**src/rtl/poly_pipeline_pkg.sv**
```systemverilog
// Shared constants and types for the five-stage polynomial evaluator.
package poly_pipeline_pkg;

    localparam int LATENCY    = 5;
    localparam int DEF_COEF_A = 2;
    localparam int DEF_COEF_B = 0;
    localparam int DEF_COEF_C = 2;

    // Widest stage payload the record can describe (two WIDTH-bit terms up to 32 bits each).
    localparam int STAGE_DW = 64;

    typedef struct packed {
        logic                vld;
        logic [STAGE_DW-1:0] data;
    } stage_t;

endpackage

```
**src/rtl/poly_pipeline_stage_reg.sv**
```systemverilog
// One pipeline slot: valid bit plus data register, advancing only on en_i.
module pipe_stage_reg #(
    parameter int WIDTH = 8
) (
    input  logic             clk,
    input  logic             rst_n,
    input  logic             en_i,
    input  logic             vld_i,
    input  logic [WIDTH-1:0] d_i,
    output logic             vld_o,
    output logic [WIDTH-1:0] q_o
);

    logic             vld_q;
    logic [WIDTH-1:0] data_q;

    // Data loads only behind a valid token so bubbles never clobber the last result.
    always_ff @(posedge clk or negedge rst_n) begin
        if (!rst_n) begin
            vld_q  <= 1'b0;
            data_q <= '0;
        end else if (en_i) begin
            vld_q <= vld_i;
            if (vld_i) data_q <= d_i;
        end
    end

    assign vld_o = vld_q;
    assign q_o   = data_q;

endmodule

```
**src/rtl/poly_pipeline.sv**
```systemverilog
// Pipelined A*x^2 + B*x + C (mod 2^WIDTH) with valid/ready flow control.
module poly_pipeline
    import poly_pipeline_pkg::*;
#(
    parameter int               WIDTH  = 8,
    parameter logic [WIDTH-1:0] COEF_A = WIDTH'(DEF_COEF_A),
    parameter logic [WIDTH-1:0] COEF_B = WIDTH'(DEF_COEF_B),
    parameter logic [WIDTH-1:0] COEF_C = WIDTH'(DEF_COEF_C)
) (
    input  logic             clk,
    input  logic             rst_n,
    input  logic             in_valid_i,
    output logic             in_ready_o,
    input  logic [WIDTH-1:0] in_i,
    output logic             out_valid_o,
    input  logic             out_ready_i,
    output logic [WIDTH-1:0] out_o
);

    logic [LATENCY:0]     vld_pipe;
    logic                 en;

    logic [WIDTH-1:0]     s1_q, s4_q, s5_q;
    logic [2*WIDTH-1:0]   s2_q, s3_q;
    logic [WIDTH-1:0]     sq_d, ax2_d, bx_d, sum_d, res_d;

    // Whole pipe moves as one; a held output result stalls every stage.
    assign en         = !vld_pipe[LATENCY] || out_ready_i;
    assign in_ready_o = en;
    assign vld_pipe[0] = in_valid_i;

    assign sq_d  = s1_q * s1_q;
    assign ax2_d = COEF_A * s2_q[2*WIDTH-1:WIDTH];
    assign bx_d  = COEF_B * s2_q[WIDTH-1:0];
    assign sum_d = s3_q[2*WIDTH-1:WIDTH] + s3_q[WIDTH-1:0];
    assign res_d = s4_q + COEF_C;

    pipe_stage_reg #(.WIDTH(WIDTH)) u_s1 (
        .clk(clk), .rst_n(rst_n), .en_i(en), .vld_i(vld_pipe[0]),
        .d_i(in_i), .vld_o(vld_pipe[1]), .q_o(s1_q));

    pipe_stage_reg #(.WIDTH(2*WIDTH)) u_s2 (
        .clk(clk), .rst_n(rst_n), .en_i(en), .vld_i(vld_pipe[1]),
        .d_i({sq_d, s1_q}), .vld_o(vld_pipe[2]), .q_o(s2_q));

    pipe_stage_reg #(.WIDTH(2*WIDTH)) u_s3 (
        .clk(clk), .rst_n(rst_n), .en_i(en), .vld_i(vld_pipe[2]),
        .d_i({ax2_d, bx_d}), .vld_o(vld_pipe[3]), .q_o(s3_q));

    pipe_stage_reg #(.WIDTH(WIDTH)) u_s4 (
        .clk(clk), .rst_n(rst_n), .en_i(en), .vld_i(vld_pipe[3]),
        .d_i(sum_d), .vld_o(vld_pipe[4]), .q_o(s4_q));

    pipe_stage_reg #(.WIDTH(WIDTH)) u_s5 (
        .clk(clk), .rst_n(rst_n), .en_i(en), .vld_i(vld_pipe[4]),
        .d_i(res_d), .vld_o(vld_pipe[5]), .q_o(s5_q));

    assign out_valid_o = vld_pipe[LATENCY];
    assign out_o       = s5_q;

endmodule

```
**config.mk**
```make
export PLATFORM = sky130hd
export DESIGN_NAME = poly_pipeline
export DESIGN_NICKNAME = d
export VERILOG_FILES = /design/src/rtl/poly_pipeline_pkg.sv /design/src/rtl/poly_pipeline_stage_reg.sv /design/src/rtl/poly_pipeline.sv
export SDC_FILE = /design/constraint.sdc
export NUM_CORES = 1
export LEC_CHECK = 0
export ABC_AREA = 1
export BUFFER_PORTS_ARGS = -buffer_cell sky130_fd_sc_hd__buf_2
export CAP_MARGIN = 0
export CORE_MARGIN = 1.5
export CORE_UTILIZATION = 40
export CTS_CLUSTER_SIZE = 8
export DETAILED_ROUTE_END_ITERATION = 16
export PLACE_DENSITY = 0.72
export SETUP_SLACK_MARGIN = 0.05
export SYNTH_ARGS = -nofsm -noshare
export SYNTH_HDL_FRONTEND = slang
export SYNTH_SLANG_ARGS = --single-unit
```
**constraint.sdc**
```tcl
create_clock -name clk -period 2.55 [get_ports clk]
set_input_delay 0.1275 -clock clk [delete_from_list [all_inputs] [get_ports clk]]
set_output_delay 0.1275 -clock clk [all_outputs]
set_load 0.05 [all_outputs]
```
==> results of run 1 <==
## registers in the layout, summed over array words and instances (netlist names)
name,flops
u_s3.q_o,6
u_s4.vld_o,1
u_s2.q_o,6
u_s5.q_o,7
u_s2.vld_o,1
u_s1.q_o,6
u_s1.vld_o,1
u_s3.vld_o,1
u_s5.vld_o,1
u_s4.q_o,6
## path summary, 6_finish.rpt
kind,to,slack [ns]
min in group asynchronous,u_s5.q_o[3],0.46
setup / recovery,u_s2.q_o[14],0.04
hold reg to reg,u_s5.q_o[7],0.47
setup reg to reg,u_s2.q_o[14],0.04
max in group asynchronous,u_s2.q_o[14],1.60
hold / removal,u_s1.q_o[0],0.07
## metal layers
metal	track usage [%]	up-vias	wire length (um)
li1	-	640	-
met1	15.8	560	1270
met2	21.9	29	1420
met3	3.49	9	109
met4	6.75	0	84
met5	0	-	0
## worst register-to-register path, stage by stage, from the launching register on
cell and delay (ns):
dfrtp_1 0.39, nand2_1 0.08, inv_2 0.06, ha_4 0.15, inv_2 0.04, fa_1 0.42, fa_1 0.53, inv_2 0.04
ha_4 0.23, a21oi_4 0.13, inv_1 0.05, a21oi_1 0.11, nand2_1 0.06, nand3_1 0.06, nand2_1 0.05
## cell type report
cell class / count / area, um^2
timing repair buffer: 23 / 130
clock buffer: 7 / 86.3
clock inverter: 1 / 7.51
sequential: 36 / 901
inverter: 32 / 125
multi-input combinational: 121 / 769
tap: 50 / 62.6
fill: 382 / 2030
## cell families after synthesis
| logic type | Yosys count | synth area share, % |
|---|---|---|
| and+or+nand+nor | 81 | 20.2 |
| DFF | 36 | 51.2 |
| buffers and inverters | 35 | 8.82 |
| AOI/OAI and AO/OA | 22 | 6.61 |
| adders and majority gates | 10 | 8.39 |
| muxes | 6 | 4.05 |
| other | 1 | 0.213 |
| xor gates and xnor gates | 1 | 0.498 |
## through the flow
step           TNS, ns  setup slack, ns  power, mW
2_1_floorplan        0           0.0510       2.10
3_3_place_gp         0           0.0530       2.29
3_5_place_dp   -0.0238          -0.0238       2.35
4_1_cts              0           0.0192       2.79
5_1_grt         -0.103           -0.103       3.23
6_report             0           0.0375       2.95
## power breakdown
| part | internal [mW] | total [mW] | switching (mW) |
|---|---|---|---|
| logic | 0.622 | 1.58 | 0.962 |
| clock network | 0.219 | 0.422 | 0.202 |
| registers | 0.822 | 0.947 | 0.124 |
## Yosys cell counts, types with 2 or more instances
master   number
nand3_1       5
fa_1          3
nand2_4       3
dfrtp_1      36
a21oi_1       8
o21ai_1       2
ha_1          7
nand2_1      58
nor2_4        2
nor2_1       10
buf_6         2
inv_1        30
o21ai_0       9
mux2_2        5
## what timing repair did
action | in CTS | in global routing
hold endpoints to repair | 36 | 0
pin swaps | 1 | 4
setup buffers | 1 | 1
setup endpoints to repair | 1 | 2
cloned | 0 | 0
gates resized for setup | 0 | 8
hold buffers | 1 | 0
==> metrics.cfg, run 1 <==
[run_status]
status=finished clean

[timing]
worst_slew_pin_slew_ns=0.783
fin_crit_ns=2.51
setup_violations=0
hold_ws_ns=0.0699
fin_crit_sh_pct=98.5
timing.final.hold_violations=0
slew_headroom_pct=47.8
max_freq_ghz=0.398
slew_viol_final=0
rsz0062_at_grt=yes
finClkSkew_ns=0.00206

[worst_setup_path]
cp-start-kind=flop
r2r-start=u_s1.q_o[0]
cpPeakStageDelay_ns=0.53
cp_slowest_cell=fa_1
worst-path-buf-inv=4
cp_cell_sequence=nand2_1 > inv_2 > ha_4 > inv_2 > fa_1 > fa_1 > inv_2 > ha_4 > a21oi_4 > inv_1 > a21oi_1 > nand2_1 > nand3_1 > nand2_1
critical-path-top-delay-family=adder cells
reg2reg_depth=14
end_kind=flop
criticalPathCategory=reg -> reg
critPathArrivalTime_ns=2.69
cp.required_ns=2.73
cp_num_cells=14
startpoint=u_s1.q_o[0]
crit_fanout=4

[synthesis]
yosysUniqueCellTypes=26
synth-edff-count=0
yosysTopAreaCellShare_pct=51.2
synth_nets=214
synth_seq_cells=36
yosys.area.top_type=dfrtp_1
synth_area_leaders=dfrtp_1, nand2_1, inv_1, ha_1, fa_1
ys.flop_type=dfrtp_1
syn-cell-area_um2=1760
yosys_warnings=0
syn_inst=192
ys_async_sr_fraction_pct=100
synth-seq-area-share_pct=51.2
synth.avg_cell_area_um2=9.16

[hold_path]
min_path_type=in -> reg
min_from=in_i[0]
whs_path_depth=2

[cts]
clkLatencyLatePin_ns=0.29
numCtsBuffers=5
cts.clk_slew.worst_paths_ns=0.07
cts_root_buffer=clkbuf_8
cts_max_level=2
cts_buffer_depth=2
cts_sinks=36
cts_tree=built

[detailed_routing]
drt_wl_total_mm=2.88
drc=0
num_vias=1238
final_antenna_net_count=0
avgRoutedWirePerCell_um=10.7
dr.pass1.iters=4
drtIter0Drc=68
vias_per_cell=4.59

[floorplan]
coreArea_um2=4120
dieHeight_um=69.3
die_w_um=69.3
initial_utilization_pct=42.7
die_area_um2=4800
io_pins=22
rows=23

[cells_and_area]
utilization_pct=50.6
fin_area_um2=2080
final_cell_mix=nand2_1, dfrtp_1, inv_1, buf_2, nor2_1
mostFrequentLayoutCell=nand2_1
syn_to_final_growth_pct=18.4
finalNetCount=241
diodes=0
fin_cells=270
drive_gt1_share_pct=25.0

[global_route]
grt_overflow=0
antenna_found_initial=0
grt_usage_pct=13.2
grt_pass1_vias=1193
grt_pass1_wl_mm=5.10
grt_max_degree=37

[pwr]
p_leak_nw=1.11
ir_worst_vdd_uv=710
power_density_nw_per_um2=1420

[placement]
place.gp.congestion=0.793
io_buffers=18
place_inst=259
hpwl_mm=2.02
placed_area_um2=1920

[flow_run]
cap_viol_max_count=0

Power figures use the tool's default switching activity.
==> run 2: changes to the inputs <==
--- a/config.mk
+++ b/config.mk
@@ -5,9 +5,7 @@
 export SDC_FILE = /design/constraint.sdc
 export NUM_CORES = 1
 export LEC_CHECK = 0
-export ABC_AREA = 1
 export BUFFER_PORTS_ARGS = -buffer_cell sky130_fd_sc_hd__buf_2
-export CAP_MARGIN = 0
 export CORE_MARGIN = 1.5
 export CORE_UTILIZATION = 40
 export CTS_CLUSTER_SIZE = 8
==> metrics.cfg, run 2 <==
[run_status]
violations=setup timing
status=complete, but fails checks  ; was finished clean

[hold_path]
min_path_type=in -> reg  ; unchanged

[placement]
hpwl_mm=2.01  ; was 2.02 mm
place_inst=203  ; was 259
placed_area_um2=1900  ; was 1920 um^2
place.gp.congestion=0.785  ; was 0.793
io_buffers=18  ; unchanged

[cells_and_area]
fin_area_um2=2080  ; about the same
mostFrequentLayoutCell=dfrtp_1  ; was nand2_1
utilization_pct=52.1  ; was 50.6%
finalNetCount=185  ; was 241
syn_to_final_growth_pct=24.5  ; was 18.4%
drive_gt1_share_pct=48.2  ; was 25.0%
largest_reg_flops=7  ; unchanged
diodes=0  ; unchanged
final_cell_mix=dfrtp_1, mux2_2, buf_2, nand2_1, buf_4  ; was nand2_1, dfrtp_1, inv_1, buf_2, nor2_1
fillers=350  ; was 382
fin_cells=214  ; was 270

[detailed_routing]
vias_per_cell=4.68  ; was 4.59
final_antenna_net_count=0  ; unchanged
drtIter0Drc=72  ; was 68
drc=0  ; unchanged
drt_wl_total_mm=2.78  ; was 2.88 mm
dr.pass1.iters=4  ; unchanged
avgRoutedWirePerCell_um=13.0  ; was 10.7 um
num_vias=1001  ; was 1238

[cts]
clkLatencyLatePin_ns=0.29  ; about the same
cts_max_level=2  ; unchanged
cts.clk_slew.worst_paths_ns=0.07  ; about the same
numCtsBuffers=5  ; unchanged
cts_root_buffer=clkbuf_8  ; unchanged
cts_sinks=36  ; unchanged
cts_buffer_depth=2  ; unchanged
cts_tree=built  ; unchanged

[timing]
fin_crit_sh_pct=105  ; was 98.5%
setup_violations=1  ; was 0
fin_crit_ns=2.69  ; was 2.51 ns
finClkSkew_ns=0.00258  ; was 0.00206 ns
slew_viol_final=0  ; unchanged
setup_ws_ns=-0.140  ; was 0.0375 ns
max_freq_ghz=0.372  ; was 0.398 GHz
slew_headroom_pct=49.1  ; was 47.8%
worst_slew_pin_slew_ns=0.764  ; was 0.783 ns
rsz0062_at_grt=yes  ; unchanged
timing.final.hold_violations=0  ; unchanged

[pwr]
power.total_mw=2.94  ; was 2.95 mW
switching_share_pct=37.2  ; was 43.7%
seqPwrFrac_pct=32.4  ; was 32.1%
p_switching_mw=1.09  ; was 1.29 mW
power_density_nw_per_um2=1410  ; was 1420 nW/um^2
p_leak_nw=0.994  ; was 1.11 nW
combPwrFrac_pct=50.8  ; was 53.7%
internal_power_mw=1.85  ; was 1.66 mW
clkPwrFrac_pct=16.8  ; was 14.3%
ir_worst_vdd_uv=530  ; was 710 uV

[floorplan]
die_w_um=67.7  ; was 69.3 um
initial_utilization_pct=41.8  ; was 42.7%
io_pins=22  ; unchanged
rows=23  ; unchanged
die_area_um2=4580  ; was 4800 um^2
dieHeight_um=67.7  ; was 69.3 um
coreArea_um2=4000  ; was 4120 um^2

[global_route]
antenna_found_initial=0  ; unchanged
grt_max_degree=37  ; unchanged
grt_usage_pct=14.2  ; was 13.2%
grt_overflow=0  ; unchanged
grt_pass1_vias=1074  ; was 1193
grt_pass1_wl_mm=4.66  ; was 5.10 mm

[synthesis]
yosysTopAreaCellShare_pct=53.9  ; was 51.2%
synth.most_common_cell=dfrtp_1  ; was nand2_1
ys_async_sr_fraction_pct=100  ; unchanged
synth_seq_cells=36  ; unchanged
ys.flop_type=dfrtp_1  ; unchanged
synth_common_cells=dfrtp_1, mux2_2, nand2_1  ; was nand2_1, dfrtp_1, inv_1
yosys.area.top_type=dfrtp_1  ; unchanged
synth-seq-area-share_pct=53.9  ; was 51.2%
syn-cell-area_um2=1670  ; was 1760 um^2
yosys_warnings=0  ; unchanged
yosysUniqueCellTypes=26  ; unchanged
syn_inst=127  ; was 192
synth_area_leaders=dfrtp_1, mux2_2, ha_1, nand2_1, fa_1  ; was dfrtp_1, nand2_1, inv_1, ha_1, fa_1
synth-edff-count=0  ; unchanged
synth_nets=149  ; was 214
synth.avg_cell_area_um2=13.2  ; was 9.16 um^2

[worst_setup_path]
criticalPathCategory=reg -> reg  ; unchanged
critPathArrivalTime_ns=2.86  ; was 2.69 ns
end_kind=flop  ; unchanged
cp-start-kind=flop  ; unchanged
cp.required_ns=2.72  ; was 2.73 ns
crit_fanout=2  ; was 4

[flow_run]
cap_viol_max_count=0  ; unchanged

[run 2: changes by cell type after synthesis, sizes merged, moves of 6 or more]
cell   change
o21ai      -6
mux2      +20
a21oi      -7
inv       -28
nor2      -12
nand2     -41
[run 2: cell families after synthesis]
family	Yosys count	synth area share (%)
flops	36	53.9
simple gates	34	10.8
mux	26	17.5
fa+ha+maj	10	8.83
compound gates	9	3.44
buf+inv	6	1.94
xor+xnor	5	3.44
other cells	1	0.224
[run 2: per-layer routing]
layer | vias to the layer above | wire length, um | GRT usage (%)
li1 | 497 | - | -
met1 | 470 | 1150 | 14.9
met2 | 28 | 1450 | 25.2
met3 | 6 | 142 | 5.17
met4 | 0 | 40 | 6.12
met5 | - | 0 | 0
[run 2: area by class of cell]
| class | instances | area (um^2) | share of cell area (%) |
|---|---|---|---|
| clock buffer | 5 | 68.8 | 3.30 |
| sequential | 36 | 901 | 43.2 |
| timing repair buffer | 31 | 190 | 9.13 |
| multi-input combinational | 85 | 801 | 38.4 |
| tap | 50 | 62.6 | 3.00 |
| clock inverter | 3 | 42.5 | 2.04 |
| inverter | 4 | 17.5 | 0.841 |
[run 2: metrics by stage]
stage               TNS (ns)  hold WS (ns)  worst slack (ns)
finish                -0.140        0.0702            -0.140
floorplan             -0.205        -0.168            -0.205
global placement      -0.132         0.227            -0.132
detailed placement    -0.228         0.247            -0.228
global route          -0.234        0.0735            -0.234
CTS                   -0.141        0.0645            -0.141
[run 2: repair_timing]
action,CTS,global route
gates resized for setup,1,4
hold buffers,1,0
endpoints found under the setup margin,2,2
pin swaps,8,2
setup buffers,2,0
endpoints found under the hold margin,36,0
[run 2: final timing paths]
kind	start	to	slack, ns	cells after the start
worst max-delay path	u_s1.q_o[4]	u_s2.q_o[14]	-0.14	11
worst min-delay path	in_i[2]	u_s1.q_o[2]	0.07	2
worst max register to register	u_s1.q_o[4]	u_s2.q_o[14]	-0.14	11
worst min register to register	u_s1.vld_o	u_s1.vld_o	0.48	2
max in group asynchronous	rst_n	u_s1.q_o[1]	1.61	2
min in group asynchronous	rst_n	u_s5.q_o[4]	0.46	2
[run 2: power groups by stage]
stage | Sequential [mW] | Clock (mW) | Combinational (mW)
after floorplan | 1.16 | 0 | 0.827
after global placement | 0.950 | 0 | 1.32
after detailed placement | 0.970 | 0 | 1.37
after CTS | 0.957 | 0.504 | 1.42
after global routing | 0.988 | 0.539 | 1.65
final | 0.953 | 0.494 | 1.49
[run 2: critical path: stages, from the launching register on]
cell and delay, ns:
dfrtp_1 0.38, and2_4 0.17, ha_4 0.15, inv_2 0.05, fa_1 0.42, fa_1 0.49
inv_1 0.06, ha_4 0.15, or3_4 0.32, o22ai_2 0.16, xnor2_1 0.15, o21ai_1 0.07
==> run 3: changes to the inputs <==
--- a/config.mk
+++ b/config.mk
@@ -6,11 +6,13 @@
 export NUM_CORES = 1
 export LEC_CHECK = 0
 export BUFFER_PORTS_ARGS = -buffer_cell sky130_fd_sc_hd__buf_2
+export CELL_PAD_IN_SITES_DETAIL_PLACEMENT = 0
+export CELL_PAD_IN_SITES_GLOBAL_PLACEMENT = 1
 export CORE_MARGIN = 1.5
 export CORE_UTILIZATION = 40
 export CTS_CLUSTER_SIZE = 8
 export DETAILED_ROUTE_END_ITERATION = 16
-export PLACE_DENSITY = 0.72
+export PLACE_DENSITY = 0.83
 export SETUP_SLACK_MARGIN = 0.05
 export SYNTH_ARGS = -nofsm -noshare
 export SYNTH_HDL_FRONTEND = slang
==> metrics.cfg, run 3 (synthesis results as in run 2) <==
[placement]
pre_cts_ws_ns=-0.197  ; was -0.228 ns
place_inst=203  ; unchanged
hpwl_mm=2.06  ; was 2.01 mm
io_buffers=18  ; unchanged
place.gp.congestion=0.791  ; was 0.785

[cts]
cts_buffer_depth=2  ; unchanged
cts_max_level=2  ; unchanged
cts_sinks=36  ; unchanged
cts_setup_buffers=0  ; was 2
numCtsBuffers=5  ; unchanged
clkLatencyLatePin_ns=0.29  ; about the same
cts.clk_slew.worst_paths_ns=0.07  ; about the same
cts_root_buffer=clkbuf_8  ; unchanged
cts_tree=built  ; unchanged

[pwr]
power_density_nw_per_um2=1380  ; was 1410 nW/um^2
ir_worst_vdd_uv=505  ; was 530 uV
power.total_mw=2.81  ; was 2.94 mW
p_leak_nw=0.976  ; was 0.994 nW

[global_route]
grt_pass1_wl_mm=4.88  ; was 4.66 mm
grt_usage_pct=14.8  ; was 14.2%
grt_max_degree=37  ; unchanged
grt_pass1_vias=1110  ; was 1074
antenna_found_initial=0  ; unchanged
grt_overflow=0  ; unchanged

[cells_and_area]
utilization_pct=50.9  ; was 52.1%
mostFrequentLayoutCell=dfrtp_1  ; unchanged
fin_cells=212  ; was 214
drive_gt1_share_pct=47.5  ; was 48.2%
syn_to_final_growth_pct=21.6  ; was 24.5%
diodes=0  ; unchanged
finalNetCount=183  ; was 185
fillers=375  ; was 350
largest_reg_flops=7  ; unchanged
final_cell_mix=dfrtp_1, mux2_2, buf_2, nand2_1, buf_4  ; unchanged

[worst_setup_path]
cp_slowest_cell=fa_1  ; unchanged
r2r_slack_ns=-0.11  ; was -0.14 ns
cp_cell_sequence=and2_4 > ha_4 > inv_2 > fa_1 > fa_1 > inv_1 > ha_2 > or3_4 > o22ai_2 > xnor2_1 > o21ai_1  ; was and2_4 > ha_4 > inv_2 > fa_1 > fa_1 > inv_1 > ha_4 > or3_4 > o22ai_2 > xnor2_1 > o21ai_1
regToRegEndpoint=u_s2.q_o[14]  ; unchanged
criticalPathCategory=reg -> reg  ; unchanged
critical-path-top-delay-family=adder cells  ; unchanged
worst-path-buf-inv=2  ; unchanged
cpPeakStageDelay_ns=0.49  ; about the same
crit_fanout=2  ; unchanged
crit_top_cell=fa_1
end_kind=flop  ; unchanged
critPathArrivalTime_ns=2.83  ; was 2.86 ns
reg2reg_depth=11  ; unchanged
cp-start-kind=flop  ; unchanged
cp.required_ns=2.71  ; was 2.72 ns
r2r-start=u_s1.q_o[0]  ; was u_s1.q_o[4]

[detailed_routing]
drtIter0Drc=61  ; was 72
vias_per_cell=4.82  ; was 4.68
drc=0  ; unchanged
avgRoutedWirePerCell_um=13.1  ; was 13.0 um
dr.pass1.iters=2  ; was 4
final_antenna_net_count=0  ; unchanged
num_vias=1021  ; was 1001
drt_wl_total_mm=2.78  ; about the same

[timing]
fin_crit_ns=2.66  ; was 2.69 ns
slew_headroom_pct=49.3  ; was 49.1%
max_freq_ghz=0.375  ; was 0.372 GHz
slew_viol_final=0  ; unchanged
finClkSkew_ns=0.00627  ; was 0.00258 ns
setup_violations=1  ; unchanged
fin_tns_setup_ns=-0.115  ; was -0.140 ns
worst_slew_pin_slew_ns=0.760  ; was 0.764 ns
timing.final.hold_violations=0  ; unchanged
setup_ws_ns=-0.115  ; was -0.140 ns
rsz0062_at_grt=yes  ; unchanged
fin_crit_sh_pct=104  ; was 105%

[hold_path]
min_path_type=in -> reg  ; unchanged
whs_endpoint=u_s1.q_o[5]  ; was u_s1.q_o[2]
min_from=in_i[5]  ; was in_i[2]
whs_path_depth=2  ; unchanged

[floorplan]
rows=23  ; unchanged
coreArea_um2=4000  ; unchanged
initial_utilization_pct=41.8  ; unchanged
die_w_um=67.7  ; unchanged
dieHeight_um=67.7  ; unchanged
io_pins=22  ; unchanged
die_area_um2=4580  ; unchanged

[flow_run]
cap_viol_max_count=0  ; unchanged

[run_status]
violations=setup timing  ; unchanged
status=complete, but fails checks  ; unchanged

run 3: changes by cell type in the layout (fill, tap and decap cells not counted), sizes merged:
cell,before,now
clkinvlp,1,0
buf,30,28
bufinv,1,0
clkinv,1,3
run 3: per-layer routing:
metal  vias up  track usage [%]  wire (um)
li1        492                -          -
met1       498             16.1       1130
met2        25             26.1       1490
met3         6             3.67        127
met4         0             8.42         38
met5         -                0          0
run 3: how the worst max path moves through the flow:
stage	startpoint	slack [ns]	depth (start not counted)	to
3_3_place_gp	u_s1.q_o[0]	-0.14	11	u_s2.q_o[14]
4_1_cts	u_s1.q_o[0]	-0.11	11	u_s2.q_o[14]
2_1_floorplan	u_s1.q_o[0]	-0.20	11	u_s2.q_o[14]
5_1_grt	u_s1.q_o[0]	-0.22	11	u_s2.q_o[14]
3_5_place_dp	u_s1.q_o[0]	-0.20	11	u_s2.q_o[14]
6_report	u_s1.q_o[0]	-0.11	11	u_s2.q_o[14]
run 3: cell type report:
class	count	area (um^2)	share of cell area (%)
Clock buffer	5	68.8	3.38
Clock inverter	3	18.8	0.923
Inverter	4	17.5	0.861
Multi-Input combinational cell	85	791	38.9
Sequential cell	36	901	44.3
Tap cell	50	62.6	3.08
Timing Repair Buffer	29	175	8.61
run 3: report_power, final:
part / switching [mW] / total (mW) / internal (mW)
sequential: 0.123 / 0.948 / 0.826
combinational: 0.750 / 1.46 / 0.706
clock: 0.211 / 0.402 / 0.190
total: 1.08 / 2.81 / 1.72
run 3: metrics by stage:
step                instance area, um^2  hold WS (ns)
floorplan                          1690        -0.168
global placement                   1900         0.232
detailed placement                 1900         0.253
CTS                                2030        0.0652
global route                       2030        0.0639
finish                             2030        0.0685
run 3: repair_timing:
item	CTS	global route
endpoints found under the hold margin	36	0
pin swaps	7	2
resized for setup	3	1
hold buffers	1	0
endpoints found under the setup margin	2	2
